File: config.mk
export PLATFORM = sky130hd
export DESIGN_NAME = neuron_seq
export DESIGN_NICKNAME = d
export VERILOG_FILES = /design/src/rtl/neuron_seq.sv
export SDC_FILE = /design/constraint.sdc
export NUM_CORES = 1
export LEC_CHECK = 0
export ABC_AREA = 1
export CORE_MARGIN = 4
export CORE_UTILIZATION = 53
export DETAILED_ROUTE_END_ITERATION = 10
export HOLD_SLACK_MARGIN = 0.02
export PLACE_DENSITY_LB_ADDON = 0.12
export SYNTH_ARGS = -nofsm -noshare
export SYNTH_HDL_FRONTEND = slang
export SYNTH_SLANG_ARGS = --single-unit
export TNS_END_PERCENT = 100
File: constraint.sdc
create_clock -name clk -period 1.8 [get_ports clk]
set_input_delay 0.45 -clock clk [delete_from_list [all_inputs] [get_ports clk]]
set_output_delay 0.45 -clock clk [all_outputs]
set_load 0.02 [all_outputs]
File: src/rtl/neuron_seq.sv
// Sequencer that streams one input vector through a serial neuron.
// Holds weights/bias, pulses clear, feeds N_IN inputs, samples result.
module neuron_seq #(
  parameter int N_IN = 8,
  parameter int LAT  = 2
) (
  input  logic                    clk,
  input  logic                    rst_n,
  input  logic                    cfg_we,
  input  logic [$clog2(N_IN)-1:0] cfg_addr,
  input  logic [7:0]              cfg_w,
  input  logic                    cfg_sw,
  input  logic                    cfg_bias_we,
  input  logic [7:0]              cfg_bias,
  input  logic                    x_valid,
  output logic                    x_ready,
  input  logic [N_IN-1:0]         x_spk,
  input  logic [N_IN-1:0]         x_sign,
  output logic                    y_valid,
  input  logic                    y_ready,
  output logic [7:0]              y_data,
  output logic                    busy,
  output logic                    n_clr,
  output logic                    n_tac,
  output logic                    n_sign_x,
  output logic                    n_sign_w,
  output logic [7:0]              n_win,
  output logic [7:0]              n_bias,
  input  logic [7:0]              n_dout
);

  localparam int IW = $clog2(N_IN);

  typedef enum logic [2:0] {
    S_IDLE,
    S_CLR,
    S_RUN,
    S_WAIT,
    S_OUT
  } state_t;

  state_t          state_q;
  state_t          state_d;
  logic [IW-1:0]   idx_q;
  logic [2:0]      wc_q;
  logic [7:0]      w_q [N_IN];
  logic [N_IN-1:0] sw_q;
  logic [N_IN-1:0] spk_q;
  logic [N_IN-1:0] sgn_q;
  logic [7:0]      bias_q;
  logic [7:0]      y_q;
  logic            idle;
  logic            last_idx;
  logic            wait_end;
  logic            addr_ok;

  assign idle     = (state_q == S_IDLE);
  assign last_idx = (idx_q == IW'(N_IN - 1));
  // The neuron registers the last input at the end of RUN, then
  // needs LAT more cycles; sampling happens on the edge after that.
  assign wait_end = (wc_q == 3'(LAT));
  assign addr_ok  = (32'(cfg_addr) < 32'(N_IN));

  // State register.
  always_ff @(posedge clk or negedge rst_n) begin
    if (!rst_n) begin
      state_q <= S_IDLE;
    end else begin
      state_q <= state_d;
    end
  end

  // Next-state logic and state-decoded outputs.
  always_comb begin
    state_d  = state_q;
    x_ready  = 1'b0;
    y_valid  = 1'b0;
    busy     = 1'b1;
    n_clr    = 1'b0;
    n_tac    = 1'b0;
    n_sign_x = 1'b0;
    n_sign_w = 1'b0;
    n_win    = 8'd0;
    unique case (state_q)
      S_IDLE: begin
        x_ready = 1'b1;
        busy    = 1'b0;
        if (x_valid) state_d = S_CLR;
      end
      S_CLR: begin
        n_clr   = 1'b1;
        state_d = S_RUN;
      end
      S_RUN: begin
        n_tac    = spk_q[idx_q];
        n_sign_x = sgn_q[idx_q];
        n_sign_w = sw_q[idx_q];
        n_win    = w_q[idx_q];
        if (last_idx) state_d = S_WAIT;
      end
      S_WAIT: begin
        if (wait_end) state_d = S_OUT;
      end
      S_OUT: begin
        y_valid = 1'b1;
        if (y_ready) state_d = S_IDLE;
      end
      default: state_d = S_IDLE;
    endcase
  end

  assign y_data = y_q;
  assign n_bias = bias_q;

  // Sequencing counters, latched vector and result capture.
  always_ff @(posedge clk or negedge rst_n) begin
    if (!rst_n) begin
      idx_q <= '0;
      wc_q  <= '0;
      spk_q <= '0;
      sgn_q <= '0;
      y_q   <= '0;
    end else begin
      unique case (state_q)
        S_IDLE: begin
          if (x_valid) begin
            spk_q <= x_spk;
            sgn_q <= x_sign;
          end
        end
        S_CLR: begin
          idx_q <= '0;
        end
        S_RUN: begin
          idx_q <= idx_q + 1'b1;
          wc_q  <= '0;
        end
        S_WAIT: begin
          wc_q <= wc_q + 1'b1;
          if (wait_end) y_q <= n_dout;
        end
        default: ;
      endcase
    end
  end

  // Weight and bias tables, writable only while idle.
  always_ff @(posedge clk or negedge rst_n) begin
    if (!rst_n) begin
      for (int k = 0; k < N_IN; k++) w_q[k] <= '0;
      sw_q   <= '0;
      bias_q <= '0;
    end else if (idle) begin
      if (cfg_we && addr_ok) begin
        w_q[cfg_addr]  <= cfg_w;
        sw_q[cfg_addr] <= cfg_sw;
      end
      if (cfg_bias_we) bias_q <= cfg_bias;
    end
  end

endmodule

---- Yosys cells after proc, flatten, opt, wreduce, memory -nomap -nowiden ----
Index checks and enable logic that the tools add are counted.
word-level totals
  bits in registers ....................... 113
  bits of input ports ..................... 50
  logic and storage cells ................. 76
operators by class
  $add $sub $neg .......................... 2
  $lt $le $gt $ge ......................... 6
  eq/ne operators ......................... 10
  multiplexer cells ....................... 30
  bitwise logic cells ..................... 2
  reductions and logical operators ........ 10
operators by type and width
  operator             number
  $bwmux 64            1
  $mux 8               4
  $bmux 8 s3           1
  $demux 8 s3          1
  $pmux 3 s5           1
  $mux 3               4
  $pmux 3 s2           2
  $mux 1               11
  $bmux 1 s3           3
  $eq 3x2->1 const B   3
  $bwmux 8             1
  $ge 4x4->1 const B   2
  $lt 3x4->1 const B   2
  $ne 2x2->1 const B   4
  $not 3->4            2
  $reduce_and 2->1     4
  $add 3x1->3 const B  2
  $eq 3x3->1 const B   2
  $lt 4x1->1 const B   1
  $reduce_and 4->1     1
  $reduce_bool 2->1    2
  $demux 1 s3          1
  $eq 3x1->1 const B   1
  $ge 3x1->1 const B   1
  other kinds (2)      3

---- Logic depth before layout (Yosys ltp) ----
Gate-level depths: netlist of the first run.
  depth after elaboration ................. 6
  depth in mapped cells ................... 8

---- Least setup slack after synthesis of the first run ----
Ideal clock, no wire load.
  path type ............................... flip-flop to output port
  start point ............................. register idx_q[1]
  end point ............................... output port n_sign_x
  arrival ................................. 1.364 ns
  setup slack ............................. -0.014 ns
  stages on the path, launching flop included .. 8
  cells stage by stage .................... dfrtp_1 > clkbuf_1 > inv_1 > clkbuf_1 > nand3_1 > nand3_1 > nand2_1 > nor2_1
on the way
  word-level cells in the longest chain between the ends .. 3
RTL lines
  element                       line  text
  start, declared               44    logic [IW-1:0] idx_q;
  start signal, assigned        135   idx_q <= idx_q + 1'b1;
  $bmux 1 s3                    96    n_sign_x = sgn_q[idx_q];
  $mux 1 (not written as such)  96
  $mux 1                        84    unique case (state_q)
  end, declared                 25    output logic n_sign_x,
Every way passes these cells. The select of a mux whose other input is x is not followed.

---- Worst setup path in the final report of the first run ----
  start point ............................. register idx_q[0]
  end point ............................... output port n_win[6]
on the way
  word-level cells in the longest chain between the ends .. 5
RTL lines
  element                                    line  text
  $not 3->4 (not written as such)            98    n_win = w_q[idx_q];
  $bmux 8 s3                                 98
  $mux 8 (not written as such) (2 in a row)  98
  $mux 8                                     84
  end, declared                              27    output logic [7:0] n_win,
Every way passes these cells. The select of a mux whose other input is x is not followed.

==> flow_summary.json, run 1 <==
{
  "slew_viol_final": 0,
  "start_util_pct": 55.2,
  "maxCapViolations": 0,
  "worst_slack_ns": -0.460,
  "max_freq_mhz": 442,
  "status": "finished, violations left",
  "critPathCaptureType": "output port",
  "worst-endpoint-arrival_ns": 1.81,
  "critPathKind": "reg -> out",
  "clockBufferDepth": 2,
  "synth_warnings": 0,
  "ys_types": 25,
  "clkPwrFrac_pct": 24.7,
  "grt_pass1_wl_um": 28600,
  "post-place-ws_ns": -0.398,
  "nNetsFinal": 971,
  "power_mw": 14.6,
  "hold_ws_ns": 0.455,
  "drtIter0Drc": 607,
  "finalHoldViolations": 0,
  "cts_num_sinks": 113,
  "area_growth_pct": 38.9,
  "antenna_found_initial": 0,
  "p_seq_share_pct": 31.2,
  "n_antenna_cell": 0,
  "synthesis.area_um2": 5770,
  "core_um2": 10500,
  "synth_area_per_cell_um2": 7.32,
  "gp_congestion": 0.948,
  "startpoint_type": "flip-flop",
  "yosysTopAreaCell": "dfrtp_1",
  "drc": 0,
  "path_max_fanout": 13,
  "die_y_um": 112,
  "grt-ovfl-total": 0,
  "rsz0062_at_grt": "yes",
  "synth.net_count": 842,
  "grt_pass1_vias": 5621,
  "relSlewSlack_pct": 62.5,
  "grt_use_total_pct": 28.8,
  "nFillCells": 751,
  "first_pass_iters": 5,
  "cts_tree": "yes",
  "routed_wl_um": 17700,
  "grt_start_max_net_pins": 43,
  "htree_levels": 4,
  "violations": "setup timing",
  "cts_root_buf": "clkbuf_8",
  "io_buffers": 80,
  "routedWlPerCell_um": 16.6,
  "ir_worst_vdd_v": 0.000917,
  "numCtsBuffers": 17,
  "syn_inst": 788,
  "clkTransAtPathRegs_ns": 0.05,
  "power.share.combinational_pct": 44.2,
  "required_ns": 1.35,
  "fin_crit_sh_pct": 126,
  "vias_per_cell": 5.38,
  "internal_power_mw": 8.95,
  "p_per_area_nw_per_um2": 1820,
  "vias": 5739,
  "yosysSeqAreaShare_pct": 49.0,
  "dieArea_um2": 12600,
  "fin_skew_ns": 0.00519,
  "clk_latency_ns": 0.51,
  "ioPinCount": 81,
  "die_x_um": 112,
  "final_layout_size_suffix_gt1_share_pct": 17.0,
  "antenna_left": 0,
  "hold_path_class": "in -> async",
  "synth_seq_cells": 113,
  "synth_area_leaders": "dfrtp_1 49%, nand2_1 21%, o21ai_0 5.6%, inv_1 5.4%, nand3_1 4.9%",
  "dp_hpwl_um": 11900,
  "worstMarginPinSlew_ns": 0.560,
  "fin_crit_ns": 2.26,
  "synth_top_cell_area_share_pct": 49.0,
  "p_leak_nw": 4.32,
  "switching_power_mw": 5.63,
  "rows": 37,
  "switching_share_pct": 38.6,
  "setup_viol": 14
}
state kept, by name, summed over array words and instances, names as in the netlist:
register and flops:
w_q 64, n_bias 8, sgn_q 8, spk_q 8, sw_q 8, y_data 8, idx_q 3, state_q 3
wc_q 3
power groups by stage:
stage                     combinational [mW]  sequential (mW)  clock (mW)
after floorplan                         3.34             4.51           0
after global placement                  5.85             4.49           0
after detailed placement                6.00             4.53           0
after CTS                               6.17             4.52        3.64
after global routing                    7.13             4.67        3.77
final                                   6.44             4.55        3.60
synthesized netlist by cell type:
cell	n
nand2_2	1
nand4_1	1
nor2_4	1
nand2_1	321
clkbuf_2	3
nand3_1	57
buf_1	4
clkinv_1	1
nor3_1	1
o21ai_0	65
inv_1	83
buf_4	1
nor2_1	61
clkbuf_1	13
dfrtp_1	113
inv_4	1
ha_1	4
inv_2	2
buf_12	1
nor2_2	2
nor2_8	7
a21oi_1	24
nand2_4	1
buf_2	16
o21ai_1	4
placed cells by master, fill, tap and decap left out, types with 2 or more instances in the layout:
| cell | n |
|---|---|
| a21oi_1 | 21 |
| inv_4 | 3 |
| a21oi_2 | 3 |
| nor2_1 | 48 |
| bufinv_16 | 5 |
| nor2_8 | 7 |
| nor2_4 | 3 |
| clkbuf_8 | 4 |
| inv_1 | 79 |
| o21ai_0 | 64 |
| buf_6 | 16 |
| ha_1 | 4 |
| nand2_2 | 3 |
| nand2_1 | 318 |
| nand3_2 | 3 |
| inv_2 | 3 |
| dlygate4sd2_1 | 16 |
| nand3_1 | 53 |
| clkbuf_16 | 16 |
| buf_12 | 13 |
| dfrtp_1 | 112 |
| clkinv_2 | 5 |
| clkdlybuf4s50_1 | 48 |
| o21ai_1 | 5 |
| buf_4 | 51 |
| nor2_2 | 13 |
| buf_2 | 2 |
worst max-delay path, cell delays in order, from the launching register on:
cell	delay, ns
dfrtp_2	0.44
inv_4	0.08
buf_16	0.15
nand2_1	0.07
nand3_1	0.09
nand3_1	0.09
nand2_1	0.06
nor2_2	0.16
buf_6	0.15
per-stage QoR:
step	cells	utilization (%)	area [µm²]	TNS, ns
floorplan	788	-	5800	0
global placement	1021	68.4	7160	-5.14
detailed placement	1021	68.4	7160	-7.64
CTS	1060	75.5	7900	-4.87
global route	1066	76.6	8010	-6.52
finish	1066	76.6	8010	-4.62
cells by family (layout without fill, tap and decap cells):
kind of cell	after synthesis	in the layout	synth area share [%]
and+or+nand+nor	453	453	33.1
buffers and inverters	125	267	8.93
DFF	113	113	49.0
AOI/OAI and AO/OA	93	93	8.07
adders and majority gates	4	4	0.867
final timing paths:
path,end,start,depth (start not counted),slack [ns]
max,n_win[6],idx_q[0],8,-0.46
min,y_data[0],rst_n,2,0.45
max reg2reg,w_q[51],state_q[0],9,0.04
min reg2reg,n_bias[0],n_bias[0],2,0.45
max in group asynchronous,w_q[53],rst_n,3,0.72
min in group clk,n_bias[0],n_bias[0],2,0.46
layer usage:
metal / global-route usage (%) / up-vias / share of wire, %
li1: - / 2692 / -
met1: 36.2 / 2717 / 40
met2: 47.3 / 266 / 48
met3: 5.50 / 64 / 7.0
met4: 15.0 / 0 / 4.9
met5: 0 / - / 0
area by class of cell:
class / count / area, µm² / share of cell area, %
clock inverter: 11 / 183 / 2.28
multi-input combinational: 550 / 2540 / 31.7
clock buffer: 21 / 459 / 5.73
sequential: 113 / 2830 / 35.3
inverter: 87 / 339 / 4.23
tap: 136 / 170 / 2.12
timing repair buffer: 148 / 1490 / 18.6
what timing repair did:
item / in CTS / in global routing
gates cloned: 1 / 0
setup buffers: 5 / 7
hold endpoints to repair: 29 / 0
hold buffers: 1 / 0
setup endpoints to repair: 32 / 99
pin swaps: 6 / 3
resized for setup: 119 / 18
Power figures use the tool's default switching activity.
==> run 2: changes to the inputs <==
--- a/config.mk
+++ b/config.mk
@@ -11,6 +11,7 @@
 export DETAILED_ROUTE_END_ITERATION = 10
 export HOLD_SLACK_MARGIN = 0.02
 export PLACE_DENSITY_LB_ADDON = 0.12
+export RECOVER_POWER = 25
 export SYNTH_ARGS = -nofsm -noshare
 export SYNTH_HDL_FRONTEND = slang
 export SYNTH_SLANG_ARGS = --single-unit
==> run 2 against run 1 <==
Compared with the run above: the flow still finishes with violations (setup timing); wire length is essentially flat; total power is essentially flat; design area shrank 0.30%; critical path type unchanged; highest routed layer unchanged.
==> flow_summary.json, run 2 (synthesis results as in run 1) <==
{
  "area.sequential_um2": 2830,
  "ir_worst_vdd_v": 0.000910,
  "antenna_left": 0,
  "routedWlPerCell_um": 16.6,
  "worst_slack_ns": -0.465,
  "drtIter0Drc": 629,
  "status": "finished, violations left",
  "hold_end": "n_bias[0]",
  "hold_ws_ns": 0.464,
  "final_cell_mix": "318 x nand2_1, 112 x dfrtp_1, 79 x inv_1, 64 x o21ai_0, 53 x nand3_1",
  "fin_crit_ns": 2.27,
  "grt_pass1_wl_um": 28600,
  "first_pass_iters": 5,
  "switching_power_mw": 5.64,
  "final_layout_size_suffix_gt1_share_pct": 17.0,
  "fin_crit_sh_pct": 126,
  "clockBufferDepth": 2,
  "cts_num_sinks": 113,
  "nNetsFinal": 971,
  "r2r-end": "w_q[51]",
  "largest-register": "w_q",
  "n_antenna_cell": 0,
  "rsz0062_at_grt": "yes",
  "critPathKind": "reg -> out",
  "worstMarginPinSlew_ns": 0.918,
  "gp_congestion": 0.948,
  "ioPinCount": 81,
  "p_leak_nw": 4.31,
  "die_x_um": 112,
  "finalHoldViolations": 0,
  "rows": 37,
  "reg2reg_from": "state_q[0]",
  "switching_share_pct": 38.7,
  "placed_cells": 1021,
  "relSlewSlack_pct": 38.8,
  "drc": 0,
  "path_max_fanout": 13,
  "worst-endpoint-arrival_ns": 1.82,
  "vias_per_cell": 5.37,
  "routed_wl_um": 17700,
  "min_from": "n_bias[0]",
  "clkPwrFrac_pct": 24.7,
  "grt_start_max_net_pins": 43,
  "grt_pass1_vias": 5621,
  "multiInputGateArea_um2": 2540,
  "cts_root_buf": "clkbuf_8",
  "post-place-ws_ns": -0.398,
  "clkTransAtPathRegs_ns": 0.05,
  "nFillCells": 757,
  "slew_viol_final": 0,
  "critPathCaptureType": "output port",
  "grt_use_total_pct": 28.8,
  "max_freq_mhz": 441,
  "p_per_area_nw_per_um2": 1830,
  "area_growth_pct": 38.4,
  "clk_latency_ns": 0.51,
  "dp_hpwl_um": 11900,
  "hold_path_class": "reg -> reg",
  "final_common_cell": "nand2_1",
  "cts_tree": "yes",
  "antenna_found_initial": 0,
  "fin_skew_ns": 0.00412,
  "p_seq_share_pct": 31.2,
  "r2r_cells": 9,
  "htree_levels": 4,
  "maxCapViolations": 0,
  "start_util_pct": 55.2,
  "startpoint_type": "flip-flop",
  "io_buffers": 80,
  "grt-ovfl-total": 0,
  "die_y_um": 112,
  "numCtsBuffers": 17,
  "largest_reg_flops": 64,
  "violations": "setup timing",
  "required_ns": 1.35,
  "fin_cells": 1066,
  "setup_viol": 14,
  "vias": 5721,
  "internal_power_mw": 8.95,
  "regToRegSetupSlack_ns": 0.03,
  "dieArea_um2": 12600,
  "min_delay_path_depth": 2,
  "power.share.combinational_pct": 44.1,
  "core_um2": 10500
}
## run 2: cell types whose count changed in the layout (fill, tap and decap cells not counted)
cell,before,now
buf_12,13,11
buf_4,51,50
buf_6,16,17
clkbuf_2,0,1
clkbuf_4,0,1
## run 2: timing repair
item                                    in CTS  in global routing
pin swaps                                    6                  3
gates resized for setup                    119                 18
endpoints found under the setup margin      32                 99
gates cloned                                 1                  0
endpoints found under the hold margin       29                  0
hold buffers                                 1                  0
buffers inserted                             5                  7
## run 2: per-layer routing
| metal | part of all wire (%) | wire length, µm | up-vias | GRT usage (%) |
|---|---|---|---|---|
| met5 | 0 | 0 | - | 0 |
| met4 | 4.7 | 830 | 0 | 15.0 |
| met3 | 7.1 | 1250 | 62 | 5.50 |
| met2 | 48 | 8520 | 263 | 47.3 |
| met1 | 40 | 7120 | 2706 | 36.2 |
| li1 | - | - | 2690 | - |
## run 2: power groups by stage
| stage | sequential (mW) | combinational, mW | clock [mW] |
|---|---|---|---|
| 6_report | 4.55 | 6.44 | 3.61 |
| 5_1_grt | 4.67 | 7.13 | 3.77 |
| 4_1_cts | 4.52 | 6.17 | 3.64 |
| 3_5_place_dp | 4.53 | 6.00 | 0 |
| 3_3_place_gp | 4.49 | 5.85 | 0 |
| 2_1_floorplan | 4.51 | 3.34 | 0 |
## run 2: critical path: stages, from the launching register on
cell	delay [ns]
dfrtp_2	0.44
inv_4	0.08
buf_16	0.15
nand2_1	0.07
nand3_1	0.09
nand3_1	0.09
nand2_1	0.07
nor2_2	0.17
buf_6	0.15
## run 2: cell type report
| cell class | count | share of cell area, % |
|---|---|---|
| multi-input cells | 550 | 31.8 |
| clock buffers | 21 | 5.75 |
| well taps | 136 | 2.13 |
| clock inverters | 11 | 2.29 |
| repair buffers | 148 | 18.4 |
| flip-flops and latches | 113 | 35.4 |
| inverters | 87 | 4.24 |
## run 2: through the flow
step	TNS [ns]	utilization [%]	power, mW	instance area [µm²]
final	-4.64	76.4	14.6	7990
after global routing	-6.52	76.4	15.6	7990
after CTS	-4.87	75.5	14.3	7900
after detailed placement	-7.64	68.4	10.5	7160
after global placement	-5.14	68.4	10.3	7160
after floorplan	0	-	7.85	5800
## run 2: worst max path at each step
stage / depth (start not counted) / from / endpoint / slack (ns)
final: 8 / idx_q[0] / n_win[6] / -0.47
after global routing: 8 / idx_q[0] / n_win[3] / -0.53
after CTS: 7 / idx_q[0] / n_sign_x / -0.44
after detailed placement: 7 / idx_q[0] / n_sign_w / -0.40
after global placement: 7 / idx_q[0] / n_sign_w / -0.38
after floorplan: 7 / idx_q[1] / n_sign_x / 0.07
==> run 3: changes to the inputs <==
--- a/config.mk
+++ b/config.mk
@@ -8,6 +8,7 @@
 export ABC_AREA = 1
 export CORE_MARGIN = 4
 export CORE_UTILIZATION = 53
+export CTS_CLUSTER_SIZE = 16
 export DETAILED_ROUTE_END_ITERATION = 10
 export HOLD_SLACK_MARGIN = 0.02
 export PLACE_DENSITY_LB_ADDON = 0.12
==> constraint.sdc (replaced) <==
create_clock -name clk -period 1.8 [get_ports clk]
set_input_delay 0.36 -clock clk [delete_from_list [all_inputs] [get_ports clk]]
set_output_delay 0.36 -clock clk [all_outputs]
set_load 0.02 [all_outputs]
==> run 3 against run 2 <==
Compared with the run above: the flow still finishes with violations (setup timing); sequential cell count did not move; die area did not move; clock skew rose by 0.0048 ns; largest power group unchanged; sequential power down 2%; largest cell class unchanged.
==> flow_summary.json, run 3 (synthesis results as in run 1) <==
{
  "status": "finished, violations left",
  "violations": "setup timing",
  "setup_viol": 11,
  "reg2reg_from": "state_q[0]",
  "ioPinCount": 81,
  "routedWlPerCell_um": 15.1,
  "ir_worst_vdd_v": 0.000752,
  "numCtsBuffers": 17,
  "p_seq_share_pct": 32.9,
  "power_mw": 13.6,
  "cts_root_buf": "clkbuf_8",
  "crit_chain": "inv_4 > buf_12 > nand2_1 > a21oi_1 > nor2_1 > nor2_2 > buf_4",
  "worst-endpoint-arrival_ns": 1.83,
  "largest-register": "w_q",
  "start_util_pct": 55.2,
  "cts_num_sinks": 113,
  "startpoint_type": "flip-flop",
  "core_um2": 10500,
  "largest_reg_flops": 64,
  "dp_hpwl_um": 10900,
  "placed_cells": 1008,
  "nFillCells": 817,
  "first_pass_iters": 6,
  "clockBufferDepth": 2,
  "worst_slack_ns": -0.389,
  "final_cell_area_um2": 7650,
  "finalHoldViolations": 0,
  "placed_area_um2": 6970,
  "routed_wl_um": 15800,
  "dr_wl_met2_um": 7490,
  "hold_path_class": "in -> reg",
  "n_antenna_cell": 0,
  "max_freq_mhz": 457,
  "htree_levels": 4,
  "grt-ovfl-total": 0,
  "vias": 5477,
  "gp_congestion": 0.901,
  "path_max_fanout": 15,
  "cts_tree": "yes",
  "io_buffers": 80,
  "fin_skew_ns": 0.00890,
  "required_ns": 1.44,
  "wl_met1_um": 6820,
  "min_delay_path_depth": 3,
  "fin_crit_sh_pct": 122,
  "hold_ws_ns": 0.402,
  "final_common_cell": "nand2_1",
  "final_cell_mix": "317 x nand2_1, 112 x dfrtp_1, 80 x inv_1, 65 x o21ai_0, 55 x nand3_1",
  "dieArea_um2": 12600,
  "top_layer": "met4",
  "internal_power_mw": 8.27,
  "wl_met3_um": 996,
  "fin_crit_ns": 2.19,
  "rows": 37,
  "regToRegSetupSlack_ns": 0.10,
  "drtIter0Drc": 434,
  "vias_per_cell": 5.25,
  "clkPwrFrac_pct": 24.6,
  "clk_latency_ns": 0.52,
  "hold_end": "n_bias[5]",
  "antenna_left": 0,
  "grt_use_total_pct": 26.4,
  "die_y_um": 112,
  "r2r_cells": 10,
  "slowest_stage": "dfrtp_2",
  "critPathCaptureType": "output port",
  "r2r-end": "w_q[34]",
  "clkTransAtPathRegs_ns": 0.06,
  "die_x_um": 112,
  "relSlewSlack_pct": 48.1,
  "worstMarginPinSlew_ns": 0.778,
  "p_per_area_nw_per_um2": 1780,
  "maxCapViolations": 0,
  "p_leak_nw": 4.14,
  "area_growth_pct": 32.6,
  "grt_pass1_vias": 5392,
  "power.share.combinational_pct": 42.5,
  "area.sequential_um2": 2830,
  "multiInputGateArea_um2": 2500,
  "final_layout_size_suffix_gt1_share_pct": 14.4,
  "critPathKind": "reg -> out",
  "switching_power_mw": 5.32,
  "rsz0062_at_grt": "yes",
  "cpPeakStageDelay_ns": 0.46,
  "min_from": "cfg_bias[5]",
  "slew_viol_final": 0,
  "switching_share_pct": 39.1,
  "antenna_found_initial": 0,
  "nNetsFinal": 950,
  "grt_start_max_net_pins": 41,
  "drc": 0,
  "grt_pass1_wl_um": 26700,
  "fin_cells": 1043
}
## run 3: cell types whose count changed in the layout (fill, tap and decap cells not counted), sizes merged
| cell | change |
|---|---|
| bufinv | -2 |
| clkinvlp | +3 |
| buf | -22 |
| clkinv | -2 |
## run 3: per-layer routing
| metal | up-vias | global-route usage [%] |
|---|---|---|
| li1 | 2645 | - |
| met1 | 2575 | 34.4 |
| met5 | - | 0 |
| met3 | 42 | 5.61 |
| met4 | 0 | 11.1 |
| met2 | 215 | 42.7 |
## run 3: worst max-delay path: cells and delay by family, from the launching register on
kind / cells / cell delay, ns
compound gates: 1 / 0.14
buf+inv: 3 / 0.44
flops: 1 / 0.46
simple gates: 3 / 0.28
## run 3: how the worst max path moves through the flow
| stage | from | to | slack (ns) |
|---|---|---|---|
| finish | idx_q[0] | n_win[0] | -0.39 |
| global route | idx_q[0] | n_win[0] | -0.47 |
| global placement | idx_q[0] | n_win[3] | -0.33 |
| floorplan | idx_q[1] | n_sign_x | 0.08 |
| detailed placement | idx_q[0] | n_win[4] | -0.35 |
| CTS | idx_q[0] | n_win[1] | -0.37 |
## run 3: through the flow
stage               setup TNS, ns  setup WS [ns]  util (%)
floorplan                       0         0.0764         -
global placement            -3.34         -0.326      66.6
detailed placement          -3.72         -0.353      66.6
CTS                         -3.76         -0.369      72.6
global route                -5.06         -0.473      73.2
finish                      -3.82         -0.389      73.2
## run 3: power by group through the flow
stage	registers (mW)	logic, mW	clock network, mW
2_1_floorplan	4.51	3.25	0
3_3_place_gp	4.40	5.39	0
3_5_place_dp	4.45	5.54	0
4_1_cts	4.44	5.61	3.38
5_1_grt	4.62	6.49	3.51
6_report	4.47	5.78	3.35
## run 3: area by class of cell
cell class	count	share of cell area (%)
sequential	113	37.0
multi-input combinational	550	32.7
timing repair buffer	127	16.0
inverter	87	4.36
tap	136	2.22
clock buffer	20	5.95
clock inverter	10	1.77
## run 3: what timing repair did
action,4_1_cts,5_1_grt
pin swaps,8,2
buffers inserted,3,3
hold buffers,1,0
cloned,1,0
setup endpoints to repair,31,23
gates resized for setup,112,22
hold endpoints to repair,28,0
